File: src/rtl/cpu_pkg.sv
// Shared execute-stage definitions: ALU select codes plus the
// multiply/divide engine's operation and state encodings.
package cpu_pkg;

  // ALU selects routed to the multiply/divide engine instead of the ALU
  localparam logic [3:0] ALU_MUL = 4'b0010;
  localparam logic [3:0] ALU_DIV = 4'b0011;

  typedef enum logic {
    MD_MUL = 1'b0,
    MD_DIV = 1'b1
  } muldiv_op_e;

  typedef enum logic [1:0] {
    MD_IDLE = 2'd0,
    MD_RUN  = 2'd1,
    MD_DONE = 2'd2
  } muldiv_state_e;

endpackage

File: src/rtl/muldiv_unit.sv
// Iterative unsigned multiply (shift-add) / divide (restoring) engine.
// One result bit per cycle; mul and div share the accumulator and shadow regs.
module muldiv_unit
  import cpu_pkg::*;
#(
  parameter int WIDTH = 16
) (
  input  logic                 clk,
  input  logic                 rst_n,
  input  logic                 start,
  input  muldiv_op_e           op,
  input  logic [WIDTH-1:0]     in0,
  input  logic [WIDTH-1:0]     in1,
  output logic                 busy,
  output logic                 done,
  output logic [WIDTH-1:0]     out,
  output logic [WIDTH-1:0]     out_hi,
  output logic                 div_by_zero,
  output muldiv_state_e        o_dbg_state
);

  localparam int CNT_W = (WIDTH > 1) ? $clog2(WIDTH) : 1;
  localparam logic [CNT_W-1:0] CNT_LAST = CNT_W'(WIDTH - 1);

  // Handshake: start is sampled on a rising edge only in IDLE or DONE; the
  // operands are captured on that same edge. done is a one-cycle pulse with
  // busy low, and the result ports hold until the next completion.
  muldiv_state_e          r_state;
  muldiv_state_e          w_state_nxt;
  muldiv_op_e             r_op;
  logic [CNT_W-1:0]       r_cnt;
  logic [WIDTH-1:0]       r_a;
  logic [2*WIDTH-1:0]     r_acc;
  logic                   w_accept;
  logic                   w_dz;
  logic                   w_last;

  logic [WIDTH-1:0]       w_hi;
  logic [WIDTH-1:0]       w_lo;
  logic [WIDTH:0]         w_sum;
  logic [2*WIDTH-1:0]     w_mul_nxt;
  logic [WIDTH:0]         w_shift;
  logic                   w_ge;
  logic [WIDTH-1:0]       w_diff;
  logic [2*WIDTH-1:0]     w_div_nxt;
  logic [2*WIDTH-1:0]     w_acc_nxt;

  assign o_dbg_state = r_state;

  always_comb begin
    w_state_nxt = r_state;
    w_accept    = 1'b0;
    w_dz        = 1'b0;
    w_last      = 1'b0;
    busy        = 1'b0;
    done        = 1'b0;
    case (r_state)
      MD_IDLE, MD_DONE: begin
        done        = (r_state == MD_DONE);
        w_state_nxt = MD_IDLE;
        if (start) begin
          w_accept    = 1'b1;
          // Zero divisor is resolved at accept and skips the iteration phase
          w_dz        = (op == MD_DIV) && (in1 == '0);
          w_state_nxt = w_dz ? MD_DONE : MD_RUN;
        end
      end
      MD_RUN: begin
        busy = 1'b1;
        if (r_cnt == CNT_LAST) begin
          w_last      = 1'b1;
          w_state_nxt = MD_DONE;
        end
      end
      default: w_state_nxt = MD_IDLE;
    endcase
  end

  always_ff @(posedge clk or negedge rst_n) begin
    if (!rst_n) begin
      r_state <= MD_IDLE;
    end else begin
      r_state <= w_state_nxt;
    end
  end

  // Accumulator layout for both ops: {hi, lo}. Multiply keeps the partial
  // product in hi and the unconsumed multiplier in lo; divide keeps the
  // partial remainder in hi and the dividend/quotient in lo.
  assign w_hi = r_acc[2*WIDTH-1:WIDTH];
  assign w_lo = r_acc[WIDTH-1:0];

  assign w_sum     = {1'b0, w_hi} + (w_lo[0] ? {1'b0, r_a} : '0);
  assign w_mul_nxt = {w_sum, w_lo[WIDTH-1:1]};

  assign w_shift   = {w_hi, w_lo[WIDTH-1]};
  assign w_ge      = (w_shift >= {1'b0, r_a});
  // When the trial subtract succeeds the difference is below the divisor,
  // so the low WIDTH bits carry the whole result.
  assign w_diff    = w_shift[WIDTH-1:0] - r_a;
  assign w_div_nxt = {(w_ge ? w_diff : w_shift[WIDTH-1:0]),
                      w_lo[WIDTH-2:0], w_ge};

  assign w_acc_nxt = (r_op == MD_DIV) ? w_div_nxt : w_mul_nxt;

  always_ff @(posedge clk or negedge rst_n) begin
    if (!rst_n) begin
      r_op        <= MD_MUL;
      r_cnt       <= '0;
      r_a         <= '0;
      r_acc       <= '0;
      out         <= '0;
      out_hi      <= '0;
      div_by_zero <= 1'b0;
    end else begin
      if (w_accept) begin
        r_op  <= op;
        r_cnt <= '0;
        r_a   <= (op == MD_DIV) ? in1 : in0;
        r_acc <= {{WIDTH{1'b0}}, ((op == MD_DIV) ? in0 : in1)};
      end else if (r_state == MD_RUN) begin
        r_acc <= w_acc_nxt;
        r_cnt <= r_cnt + CNT_W'(1);
      end

      if (w_accept && w_dz) begin
        out         <= '1;
        out_hi      <= in0;
        div_by_zero <= 1'b1;
      end else if (w_last) begin
        out         <= w_acc_nxt[WIDTH-1:0];
        out_hi      <= w_acc_nxt[2*WIDTH-1:WIDTH];
        div_by_zero <= 1'b0;
      end
    end
  end

endmodule

File: config.mk
export PLATFORM = sky130hd
export DESIGN_NAME = muldiv_unit
export DESIGN_NICKNAME = d
export VERILOG_FILES = /design/src/rtl/cpu_pkg.sv /design/src/rtl/muldiv_unit.sv
export SDC_FILE = /design/constraint.sdc
export NUM_CORES = 1
export LEC_CHECK = 0
export CORE_MARGIN = 2
export CORE_UTILIZATION = 50
export DETAILED_ROUTE_END_ITERATION = 10
export HOLD_SLACK_MARGIN = 0.06
export PLACE_DENSITY = 0.77
export SYNTH_ARGS = -nofsm -noshare
export SYNTH_HDL_FRONTEND = slang
export SYNTH_SLANG_ARGS = --single-unit
File: constraint.sdc
create_clock -name clk -period 4 [get_ports clk]
set_clock_uncertainty 0.1 [all_clocks]
set_input_delay 1 -clock clk [delete_from_list [all_inputs] [get_ports clk]]
set_output_delay 1 -clock clk [all_outputs]
set_load 0.1 [all_outputs]
# After elaboration in Yosys (flattened, before gate mapping)
# Cells that the tools add are included.
# op_classes
mux	27
add_sub_neg	3
magnitude_cmp	1
n_eq_ne	4
n_reduce_logical	7
# ops
operator	n
16-bit 2-to-1 mux	8
32-bit 2-to-1 mux	3
16-bit by 16-bit adder with 17-bit output	1
17-bit by 16-bit >= comparator with 1-bit output	1
16-bit zero test	1
16-bit subtractor	1
1-bit 2-to-1 mux	10
4-bit 2-to-1 mux	2
2-bit 2-to-1 mux	3
4-bit by 1-bit adder with 4-bit output, second input constant	1
4-bit == test, second input constant	1
2-bit one-hot mux with 2 select lines	1
2-bit nonzero test	2
2-bit by 1-bit == test with 1-bit output, second input constant	1
2-bit == test, second input constant	1
1-bit logical AND	2
2-bit zero test	1
2-bit inequality test, second input constant	1
2-bit OR reduction	1
# totals
word_cells	50
regBits	88
output_inout_bits	37
in_bits	36

# Longest topological paths before layout
# logic_depth
word_depth	6
depth_mapped	13
mapped_depth_nobuf	12

# Worst setup path before layout
# Ideal clock, no wire load.
# synth_timing
path_type	flip-flop to output port
start	register r_state[0] (netlist: o_dbg_state[0])
end	output busy
setup_slack_ns	0.518
t_arrival_ns	2.382
path_buffers	2
stages_incl_launch_ff	5
required_ns	2.900
cell_sequence	dfrtp_1 nand2b_1 buf_2 clkinv_1 clkbuf_1
# synth_between
elab_chain_cells	2
# synth_rtl
element	line	rtl
start: declaration	muldiv_unit.sv:28	muldiv_state_e r_state;
start signal: assignment	muldiv_unit.sv:83	r_state <= w_state_nxt;
2-bit by 1-bit == test with 1-bit output	muldiv_unit.sv:57	case (r_state)
1-bit 2-to-1 mux	muldiv_unit.sv:57	
end: declaration	muldiv_unit.sv:14	output logic busy,
# Every way passes these cells.

# Worst setup path after layout
# layout_timing
start	input in1[11]
end	register out_hi[7]
# layout_between
elab_chain_cells	6
word_cells_on_any_way	7
cone_classes	mux: 3; reduce/logical: 4
# layout_rtl
element	line	rtl
start: declaration	muldiv_unit.sv:13	input logic [WIDTH-1:0] in1,
16-bit zero test (*)	muldiv_unit.sv:64	w_dz = (op == MD_DIV) && (in1 == '0);
1-bit logical AND (*)	muldiv_unit.sv:64	
1-bit 2-to-1 mux (*)	muldiv_unit.sv:61	if (start) begin
1-bit 2-to-1 mux (*)	muldiv_unit.sv:57	
1-bit logical AND (*)	muldiv_unit.sv:126	if (w_accept && w_dz) begin
16-bit 2-to-1 mux or 2-bit nonzero test (tied branches)	--	
end signal: assignment	muldiv_unit.sv:128	out_hi <= in0;
end signal: assignment	muldiv_unit.sv:132	out_hi <= w_acc_nxt[2*WIDTH-1:WIDTH];
end: declaration	muldiv_unit.sv:17	output logic [WIDTH-1:0] out_hi,
# Mark *: on every way between the ends. The rest lies on a longest branch, timed or not.
# A chain may end at the register's enable or synchronous reset.

==> impl_metrics.yaml <==
detailed_routing:
  antenna_left: 0
  finalWirelength_um: 17400
  dr.first_iter.drc_count: 486
  drc: 0
  drtPass1Iterations: 6
  vias_per_cell: 6.21
  vias: 5492
  wl_per_cell_um: 19.7
place:
  dpl.cell_count: 868
  portBuffers: 72
  dp_hpwl_um: 12800
  place.gp.congestion: 0.889
clock_network:
  root_buffer: "clkbuf_16"
  post_cts_resized: 0
  clock_sinks: 88
  htree_num_levels: 3
  cts_hold_buf: 0
  cts_tree: "done"
  cts_buffer_depth: 2
  cts_made_buffers: 9
  path_clk_slew_ps: 60
  clk_latency_ps: 350
  cts_setup_buffers: 0
run:
  drv_cap: 0
logic_synthesis:
  synthFlopType: "dfrtp_1"
  synth_area_leaders: "dfrtp_1 (37%), mux2i_1 (8.5%), o21ai_0 (7.6%)"
  yosysSeqAreaShare_pct: 36.5
  synth_top_area_share_pct: 36.5
  syn_inst: 679
  synth_fp_nets: 750
  yosys_warnings: 0
  yosysUniqueCellTypes: 66
  syn_area_um2: 6030
  synth_top_area_cell: "dfrtp_1"
  synth_edf_count: 0
  synth_seq_cells: 88
  syn_area_per_cell_um2: 8.88
  async_flop_share_pct: 100
worst_setup_path:
  worst_setup_path_start_kind: "input port"
  worstPathMaxFanout: 9
  timing.critical_path.to_type: "flop"
  critical_path_class: "input port to flop"
  cp.required_ps: 4060
  crit_arrival_ps: 3440
floorplanning:
  initial_core_util_pct: 50.6
  fp.dieH_um: 114
  num_rows: 40
  fp.dieArea_um2: 13000
  io_pins: 73
  die_x_um: 114
  core_area_um2: 11900
finish:
  drive_gt1_share_pct: 7.19
  area_growth_pct: 19.0
  seqCellArea_um2: 2200
  multiInputGateArea_um2: 3560
  diodes: 0
  finalNetCount: 803
  fillers: 1000
  fin_cells: 884
sta:
  rsz0062_at_grt: "false"
  final-hold-violation-count: 0
  tightest_slew_ps: 1150
  setup_tns_ps: 0
  finalCritPeriodShare_pct: 84.3
  fin_crit_ps: 3370
  hold_slack_ps: 402
  finalSetupViolCount: 0
  timing.fmax_mhz: 296
  drv_slew: 0
  relSlewSlack_pct: 23.2
global_routing:
  gr-total-overflow: 0
  track_usage_pct: 27.8
  grt_antenna_before_repair: 0
  grt_max_degree: 89
  grt_pass1_vias: 5355
  grt_pass1_wl_um: 28200
outcome:
  status: "complete, no violations"
worst_hold_path:
  hp-class: "flop to flop"
cells in the final DEF, fill, tap and decap left out, types with 17 or more instances in the layout:
master           instances
o21ai_0                 92
dfrtp_1                 87
clkdlybuf4s50_1         68
nand2_1                 67
mux2i_1                 51
a21oi_1                 41
nor2_1                  36
ha_1                    33
inv_1                   26
and2_1                  18
a21o_1                  17
registers in the layout (all words and copies together) (netlist names):
signal       count
r_acc           32
out_hi          16
r_a             16
r_op             1
div_by_zero      1
out             16
r_cnt            4
o_dbg_state      2
final cells by class:
cell class | instances | area share [%]
Inverter | 27 | 1.41
Timing Repair Buffer | 81 | 11.0
Clock buffer | 11 | 3.24
Sequential cell | 88 | 30.7
Tap cell | 147 | 2.56
Clock inverter | 5 | 1.46
Multi-Input combinational cell | 525 | 49.6
path summary, 6_finish.rpt:
path | from | to | slack (ps) | depth (start not counted)
worst min-delay path | div_by_zero | div_by_zero | 400 | 2
worst min register to register | div_by_zero | div_by_zero | 400 | 2
min in group asynchronous | rst_n | r_acc[13] | 760 | 1
max in group asynchronous | rst_n | r_op | 2290 | 1
worst max-delay path | in1[11] | out_hi[7] | 630 | 8
worst max register to register | r_acc[16] | out_hi[13] | 640 | 11
cells in the mapped netlist (4+ instances only):
| library cell | number |
|---|---|
| a21o_1 | 17 |
| a21oi_1 | 41 |
| a22o_1 | 9 |
| a22oi_1 | 5 |
| a31oi_1 | 8 |
| and2_1 | 18 |
| buf_2 | 5 |
| clkbuf_1 | 31 |
| dfrtp_1 | 88 |
| ha_1 | 33 |
| inv_1 | 26 |
| mux2i_1 | 51 |
| nand2_1 | 67 |
| nand2b_1 | 5 |
| nand3_1 | 14 |
| nand4_1 | 4 |
| nor2_1 | 36 |
| nor2b_1 | 4 |
| nor3_1 | 15 |
| o211ai_1 | 12 |
| o21a_1 | 5 |
| o21ai_0 | 92 |
| o31ai_1 | 5 |
| or3_1 | 7 |
| xnor2_1 | 13 |
| xor2_1 | 8 |
worst max-delay path, cell delays in order:
cell,delay [ps]
clkdlybuf4s50_1,460
nor4_1,510
nand4_1,150
nor4b_1,460
nand2_1,350
and3_1,280
a21oi_1,110
o21ai_0,110
per-stage QoR:
stage / setup WS, ps / util [%] / cell area, µm²
final: 627 / 60.3 / 7180
after global routing: 482 / 60.3 / 7180
after CTS: 598 / 60.3 / 7180
after detailed placement: 260 / 57.4 / 6840
after global placement: 409 / 57.4 / 6840
after floorplan: 518 / - / 6030
logic make-up (layout without fill, tap and decap cells):
group	after synthesis	in the layout	share of synthesized area, %
adders and majority gates	35	35	7.51
buffers and inverters	66	124	4.46
DFF	88	88	36.5
AOI/OAI and AO/OA	229	229	24.7
xor gates and xnor gates	21	21	3.05
and+or+nand+nor	186	186	14.7
muxes	54	54	9.02
metal layers:
| layer | vias to the layer above | share of wire (%) | GRT usage [%] |
|---|---|---|---|
| li1 | 2562 | - | - |
| met1 | 2644 | 42 | 36.4 |
| met2 | 243 | 48 | 46.2 |
| met3 | 43 | 6.6 | 5.05 |
| met4 | 0 | 3.1 | 10.2 |
| met5 | - | 0 | 0 |
Power is left out: the tool's default activity adds up to more than one toggle a clock period on the data nets, which glitch-free logic cannot reach.
